File: config.mk
export PLATFORM = sky130hd
export DESIGN_NAME = pe
export DESIGN_NICKNAME = d
export VERILOG_FILES = /design/src/rtl/pe_pkg.sv /design/src/rtl/pe_dot4.sv /design/src/rtl/pe.sv
export SDC_FILE = /design/constraint.sdc
export NUM_CORES = 2
export LEC_CHECK = 0
export ABC_AREA = 1
export CORE_ASPECT_RATIO = 1.1
export CORE_MARGIN = 10
export CORE_UTILIZATION = 62
export CTS_BUF_LIST = sky130_fd_sc_hd__clkbuf_8
export DETAILED_ROUTE_END_ITERATION = 10
export GPL_TIMING_DRIVEN = 0
export PLACE_DENSITY_LB_ADDON = 0.1
export SYNTH_ARGS = -nofsm -noshare
export SYNTH_HDL_FRONTEND = slang
export SYNTH_SLANG_ARGS = --single-unit
File: constraint.sdc
create_clock -name clock -period 6.5 [get_ports clock]
set_input_delay 0.975 -clock clock [delete_from_list [all_inputs] [get_ports clock]]
set_output_delay 0.975 -clock clock [all_outputs]
set_load 0.02 [all_outputs]
File: src/rtl/pe_pkg.sv
// Shared definitions for the systolic-array PE: lane widths, mode codes, saturating add.
// Optional feature macro: PE_SAT_EN (saturating accumulate/drain instead of wrap).
package pe_pkg;

  localparam int LANES = 4;
  localparam int A_W   = 16;
  localparam int B_W   = 8;
  localparam int C_W   = 32;
  localparam int P_W   = A_W + B_W;
  localparam int IDX_W = $clog2(LANES);

  typedef logic [1:0] mode_t;

  localparam mode_t MODE_DENDEN = 2'b00;
  localparam mode_t MODE_SPADEN = 2'b01;
  localparam mode_t MODE_SHIFT  = 2'b10;
  localparam mode_t MODE_DRAIN  = 2'b11;

  localparam logic [C_W-1:0] SAT_MAX = 32'h7FFF_FFFF;
  localparam logic [C_W-1:0] SAT_MIN = 32'h8000_0000;

  // Signed add clamped to the 32-bit range; overflow only when both operands share a sign
  // and the result does not.
  function automatic logic [C_W-1:0] sat32(input logic [C_W-1:0] x, input logic [C_W-1:0] y);
    logic [C_W-1:0] s;
    s = x + y;
    if ((x[C_W-1] == y[C_W-1]) && (s[C_W-1] != x[C_W-1]))
      s = x[C_W-1] ? SAT_MIN : SAT_MAX;
    return s;
  endfunction

endpackage

File: src/rtl/pe_dot4.sv
// Combinational mask gather plus 4-lane signed dot product, sign-extended to C_W.
// Dense mode uses every lane in place; sparse mode pairs packed A[k] with the k-th set mask bit.
module pe_dot4
  import pe_pkg::*;
(
  input  logic                   sparse,
  input  logic [LANES-1:0]       mask,
  input  logic [LANES*A_W-1:0]   a,
  input  logic [LANES*B_W-1:0]   b,
  output logic [C_W-1:0]         sum
);

  logic [P_W-1:0] prod [LANES];

  genvar gi;
  generate
    for (gi = 0; gi < LANES; gi++) begin : g_lane
      logic [IDX_W-1:0]      idx;
      logic signed [A_W-1:0] a_sel;
      logic signed [B_W-1:0] b_lane;
      logic signed [P_W-1:0] p;
      logic                  lane_on;

      // Packed A index for this B lane = number of set mask bits below it.
      always_comb begin
        idx = '0;
        for (int j = 0; j < gi; j++)
          idx = idx + IDX_W'(mask[j]);
      end

      assign a_sel   = sparse ? a[idx*A_W +: A_W] : a[gi*A_W +: A_W];
      assign b_lane  = b[gi*B_W +: B_W];
      assign lane_on = sparse ? mask[gi] : 1'b1;
      assign p       = a_sel * b_lane;
      assign prod[gi] = lane_on ? p : '0;
    end
  endgenerate

  always_comb begin
    sum = '0;
    for (int i = 0; i < LANES; i++)
      sum = sum + {{(C_W-P_W){prod[i][P_W-1]}}, prod[i]};
  end

endmodule

File: src/rtl/pe.sv
// Systolic-array PE: forwards A/mask east and B south, accumulates dense or sparse dot products,
// and passes or drains C down the cin->cOut chain. Define PE_SAT_EN for saturating adds.
module pe
  import pe_pkg::*;
(
  input  logic                 clock,
  input  logic                 reset,
  input  logic                 en,
  input  logic [LANES-1:0]     maskin,
  input  logic [LANES*A_W-1:0] ain,
  input  logic [LANES*B_W-1:0] bin,
  input  logic [C_W-1:0]       cin,
  input  logic [1:0]           mode,
  output logic [LANES-1:0]     maskOut,
  output logic [LANES*A_W-1:0] aOut,
  output logic [LANES*B_W-1:0] bOut,
  output logic [C_W-1:0]       cOut
);

  logic [C_W-1:0] acc_reg;
  logic [C_W-1:0] acc_next;
  logic [C_W-1:0] cout_next;
  logic [C_W-1:0] dot_sum;
  logic [C_W-1:0] acc_sum;
  logic [C_W-1:0] drain_sum;

  pe_dot4 u_dot (
    .sparse (mode == MODE_SPADEN),
    .mask   (maskin),
    .a      (ain),
    .b      (bin),
    .sum    (dot_sum)
  );

`ifdef PE_SAT_EN
  assign acc_sum   = sat32(acc_reg, dot_sum);
  assign drain_sum = sat32(acc_reg, cin);
`else
  assign acc_sum   = acc_reg + dot_sum;
  assign drain_sum = acc_reg + cin;
`endif

  always_comb begin
    acc_next  = acc_reg;
    cout_next = cOut;
    case (mode)
      MODE_DENDEN,
      MODE_SPADEN: acc_next = acc_sum;
      MODE_SHIFT:  cout_next = cin;
      MODE_DRAIN: begin
        cout_next = drain_sum;
        acc_next  = '0;
      end
      default: ;
    endcase
  end

  always_ff @(posedge clock or posedge reset) begin
    if (reset) begin
      maskOut <= '0;
      aOut    <= '0;
      bOut    <= '0;
      cOut    <= '0;
      acc_reg <= '0;
    end else if (en) begin
      maskOut <= maskin;
      aOut    <= ain;
      bOut    <= bin;
      cOut    <= cout_next;
      acc_reg <= acc_next;
    end
  end

endmodule

* Word-level counts from Yosys, hierarchy flattened
Index checks and enable logic that the tools add are counted.
W data, S select, Z words.
** Storage, ports and cells
- Flip-flop bits (word level) :: 164
- Input port bits :: 137
- Output and inout bits :: 132
- Word-level logic and storage cells :: 41
** Cells by class
- Add/sub/neg operators :: 7
- Multipliers :: 4
- Equal/unequal tests :: 3
- Shifts and indexed selects :: 3
- Multiplexer cells :: 13
- Reductions and logical operators :: 6
** Operator list (number)
- $pmux W32 S2 :: 2
- $shiftx A64 B7 Y16 :: 2
- $mul A16 B8 Y24 :: 4
- $mux W24 :: 4
- $add A32 B32 Y32 :: 2
- $shiftx A64 B6 Y16 :: 1
- $mux W16 :: 3
- $add A26 B24 Y27 :: 1
- $add A25 B24 Y26 :: 1
- $add A24 B24 Y25 :: 1
- $eq A2 B2 Y1 const B :: 2
- $mux W1 :: 4
- $reduce_and A2 Y1 :: 2
- $reduce_bool A2 Y1 :: 2
- $add A1 B1 Y2 :: 1
- $add A2 B1 Y2 :: 1
- $eq A2 B1 Y1 const B :: 1
- $logic_not A2 Y1 :: 1
- $reduce_or A2 Y1 :: 1

* Longest topological paths before layout
- Depth in word-level cells :: 9
- Mapped depth :: 56
- Mapped depth without buffers :: 55

* Hierarchy
A second synthesis with hierarchy kept.
** Unflattened totals
- Cell total of the unflattened synthesis :: 5304
- Area total of the unflattened synthesis :: 35427.7 um2
** Modules (own cells, without submodules)
- pe_dot4 :: instances 1, cells each 3658, area each 24592.3 um2, sequential area each 0.0 um2
- pe :: instances 1, cells each 1646, area each 10835.4 um2, sequential area each 4103.9 um2

* Worst setup path after synthesis
No wires, ideal clock.
- Path kind :: input -> register
- Start point :: in maskin[0]
- End point :: reg acc_reg[29]
- Setup time :: 0.118 ns
- Arrival time :: 9.332 ns
- Required time :: 6.382 ns
- Path slack :: -2.950 ns
- Stages on the path :: 48
- Path buffers :: 2
- Cell sequence :: fa_1 > buf_2 > buf_2 > o31ai_1 > nand2_1 > o21ai_0 > inv_1 > nand2_1 > fa_1 > fa_1 > inv_1 > fa_1 > inv_1 > fa_1 > inv_1 > ha_1 > a21oi_1 > o21ai_0 > [... 12 more ...] > a21oi_1 > nand2_1 > a21oi_1 > o21bai_1 > nand3_1 > nand3_1 > nand2_1 > nand2_1 > ha_1 > nand2_1 > nand2_1 > o21bai_1 > a21oi_1 > nor2_1 > nor3b_1 > nand3_1 > nand3_1 > nand2_1
** Between the ends
- Word-level cells in the longest chain between the ends :: 9
- Elaborated cells on any way between the ends :: 21
- Classes of those cells :: 6 x add/sub; 3 x mul; 3 x shift; 9 x mux
** Ends and longest elaborated chain
- from (decl) :: line pe.sv:9 : input logic [LANES-1:0] maskin,
- $shiftx A64 B6 Y16 / $add A1 B1 Y2 (equally long branches) :: line pe_dot4.sv:31, pe_dot4.sv:28
- $mux W16 (tied with other cells) :: line pe_dot4.sv:31 : assign a_sel = sparse ? a[idx*A_W +: A_W] : a[gi*A_W +: A_W];
- $mul A16 B8 Y24 (tied with other cells) :: line pe_dot4.sv:34 : assign p = a_sel * b_lane;
- $mux W24 (tied with other cells) :: line pe_dot4.sv:35 : assign prod[gi] = lane_on ? p : '0;
- $add A24 B24 Y25 (tied with other cells) :: line pe_dot4.sv:42 : sum = sum + {{(C_W-P_W){prod[i][P_W-1]}}, prod[i]};
- $add A25 B24 Y26 / $mux W24 (equally long branches) :: line pe_dot4.sv:42, pe_dot4.sv:35
- $add A26 B24 Y27 (*) :: line pe_dot4.sv:42
- $add A32 B32 Y32 (*) :: line pe.sv:39 : assign acc_sum = acc_reg + dot_sum;
- $pmux W32 S2 (*) :: line pe.sv:46 : case (mode)
- to (signal assigned) :: line pe.sv:70 : acc_reg <= acc_next;
- to (decl) :: line pe.sv:20 : logic [C_W-1:0] acc_reg;
Every way passes the cells marked *; elsewhere a longest branch is shown, timed or not.
A chain may end at the register's enable or synchronous reset.

* Final worst setup path
- Start point :: in maskin[2]
- End point :: reg acc_reg[31]
** Between the ends
- Word-level cells in the longest chain between the ends :: 8
- Elaborated cells on any way between the ends :: 11
- Classes of those cells :: 4 x add/sub; 1 x mul; 1 x shift; 5 x mux
** Ends and longest elaborated chain
- $add A2 B1 Y2 :: line pe_dot4.sv:28 : idx = idx + IDX_W'(mask[j]);
- $shiftx A64 B7 Y16 :: line pe_dot4.sv:31
- $mux W16 :: line pe_dot4.sv:31
- $mul A16 B8 Y24 :: line pe_dot4.sv:34
- $mux W24 :: line pe_dot4.sv:35
- $add A26 B24 Y27 (*) :: line pe_dot4.sv:42
- $add A32 B32 Y32 (*) :: line pe.sv:39
- $pmux W32 S2 (*) :: line pe.sv:46
Marked as above.

==> reports/results.txt <==
most used cell, CP: buf_4
syn avg cell area: 7.23 um2
Design Area, Final: 40900 um2
layout cells sized above 1: 16.9%
Largest Register: aOut
Max FO, Critical Path: 6
final cell count without fillers: 5599
Via density: 5.98
asr flop ratio synth: 100%
Reg clk slew, reported paths: 110 ps
CTS buffer count: 17
Die Span Y: 260 um
GPL Wtd Cong: 1.02
initial antenna violation count: 4
WP data arrival: 10670 ps
DPL Wire Length: 93300 um
post-synth top area share: 28.7%
Buf/Inv on CP: 18
Netlist cell types: 45
CTS Root Cell: clkbuf_8
worst reg2reg path depth: 12
worst slew pin tran: 1390 ps
final wirelength: 123000 um
CP endpoint kind: register
Initial Utilization: 62.9%
Post-Syn Area: 32400 um2
worst setup margin: -3680 ps
R2R Path End: acc_reg[17]
sequential share of the synthesized area: 12.7%
FF-to-FF Start: acc_reg[2]
die area: 61800 um2
TritonCTS clock tree: done
WHS: 478 ps
Setup crit start kind: input port
fillcell total: 3608
slew margin rel.: 7.60%
total grt overflow: 0
Max Buffers Root-to-Sink: 2
Clock Latency Late Sink: 610 ps
Sink Count: 164
die width: 238 um
critical path's largest stage delay: 630 ps
Top delay family on crit path: adder cells
dpl cells: 5393
Req. time, crit path: 6990 ps
fin crit share: 157%
Post-CTS Hold Buffers: 0
FMAX: 98.3 MHz
Hold EP: bOut[0]
DR vias: 33463
status: complete, but fails checks
Slew Viols, Final: 0
min Tclk post-route: 10180 ps
# IOs: 269
first drt pass iteration count: 9
first-pass GRT wire length: 179000 um
Final Hold Fails: 0
Yosys top cell by area: fa_1
DRT iter0 DRCs: 3438
Worst Setup Path Type: in2reg
Yosys warnings: 0
Layout Skew: 31.9 ps
antenna viol nets, final: 0
drt drc: 0
EDFF count, synth: 0
H-Tree Depth: 4
Reg2Reg Setup Slack: 3680 ps
critical path's slowest cell: a221oi_2
top_reg_cell synth: dfrtp_1
RSZ-0062 raised after global routing: true
Synth Register Bits: 164
failing checks: negative setup slack
number of global-route vias before repair: 32882
Synth area leaders: fa_1, dfrtp_1, inv_1
Area growth syn-to-layout: 26.4%
buffers added on ports: 242
post-synthesis cell count: 4480
max reg flops: 64
Hold Path Depth: 2
worst hold path type: reg2reg
core area: 51500 um2
gr usage total: 37.5%
Placed Area: 36400 um2
Core Rows: 87
Max Cap Viol: 0
Synthesized Nets: 5351
Final #Nets: 5785
worst hold start: bOut[0]
Wirelength per Cell: 22.0 um
final setup fails: 28
pin count of the biggest net entering global routing: 97
==> cells in the mapped netlist (all sizes together), types with 6 or more instances <==
cell type	instances
nor3	22
buf	17
inv	995
nand4	22
o21ai	345
a21boi	7
nand2	913
clkbuf	105
nor2	503
o21bai	24
o21a	10
a21oi	276
fa	464
a31oi	6
a21o	12
ha	270
dfrtp	164
a22oi	20
xnor2	38
nor4	10
or2	17
o31ai	38
xor2	51
nand3	130
==> worst max path at each step <==
stage                    from           to  slack (ps)  cells after the start
floorplan           maskin[2]  acc_reg[31]       -2370                     47
global placement    maskin[0]  acc_reg[24]       -4980                     41
detailed placement  maskin[0]  acc_reg[24]       -5000                     43
CTS                 maskin[1]  acc_reg[31]       -2840                     46
global route        maskin[2]  acc_reg[31]       -3770                     49
finish              maskin[2]  acc_reg[31]       -3680                     49
==> kinds of logic after synthesis <==
kind of cell    count (synthesis)  synth area share [%]
compound gates                749                  12.8
simple gates                 1627                  20.0
xor+xnor                       89                  2.41
flops                         164                  12.7
fa+ha+maj                     734                  39.1
buf+inv                      1117                  13.0
==> stage by stage <==
stage               TNS, ps  setup WS [ps]  utilization [%]
floorplan            -49520          -2370                -
CTS                  -61830          -2840             76.7
global placement    -355080          -4980             70.5
detailed placement  -116260          -5000             70.7
global route         -79770          -3770             79.5
finish               -75140          -3680             79.5
==> worst register-to-register path: cells and delay by family (launching register included) <==
kind	cells	cell delay, ps
flip-flops	1	450
adder cells (fa/ha/maj)	1	370
AND/OR/NAND/NOR	6	700
AO/OA/AOI/OAI	4	1040
buffers and inverters	1	180
==> layout by cell type, fill, tap and decap left out, drive strengths merged, types with 51 or more instances in the layout <==
| master | netlist | final |
|---|---|---|
| a21oi | 276 | 276 |
| buf | 17 | 194 |
| clkbuf | 105 | 122 |
| clkdlybuf4s50 | 0 | 237 |
| dfrtp | 164 | 164 |
| fa | 464 | 464 |
| ha | 270 | 270 |
| inv | 995 | 1001 |
| nand2 | 913 | 913 |
| nand3 | 130 | 130 |
| nor2 | 503 | 503 |
| o21ai | 345 | 345 |
| xor2 | 51 | 51 |
==> timing repair <==
| item | 4_1_cts | 5_1_grt |
|---|---|---|
| pin swaps | 162 | 151 |
| setup endpoints to repair | 29 | 29 |
| setup buffers | 110 | 56 |
| gates cloned | 3 | 1 |
| gates resized for setup | 425 | 265 |
==> layout make-up <==
cell class	count	area [um2]	area share, %
Inverter	995	3760	9.19
Antenna cell	5	12.5	0.0306
Sequential cell	164	4100	10.0
Multi-Input combinational cell	3199	27200	66.5
Tap cell	667	835	2.04
Buffer	122	594	1.45
Timing Repair Buffer	415	3960	9.67
Clock inverter	15	215	0.526
Clock buffer	17	234	0.571
==> layer usage <==
| layer | up-vias | wire (um) | global-route usage [%] |
|---|---|---|---|
| met2 | 2213 | 56000 | 60.9 |
| met3 | 596 | 13500 | 8.16 |
| met4 | 0 | 10400 | 25.5 |
| met1 | 15980 | 43200 | 44.2 |
| met5 | - | 0 | 0 |
| li1 | 14674 | - | - |
Power is not shown: default switching activity piles up to over one toggle a cycle in this logic, so the estimate is an artifact.
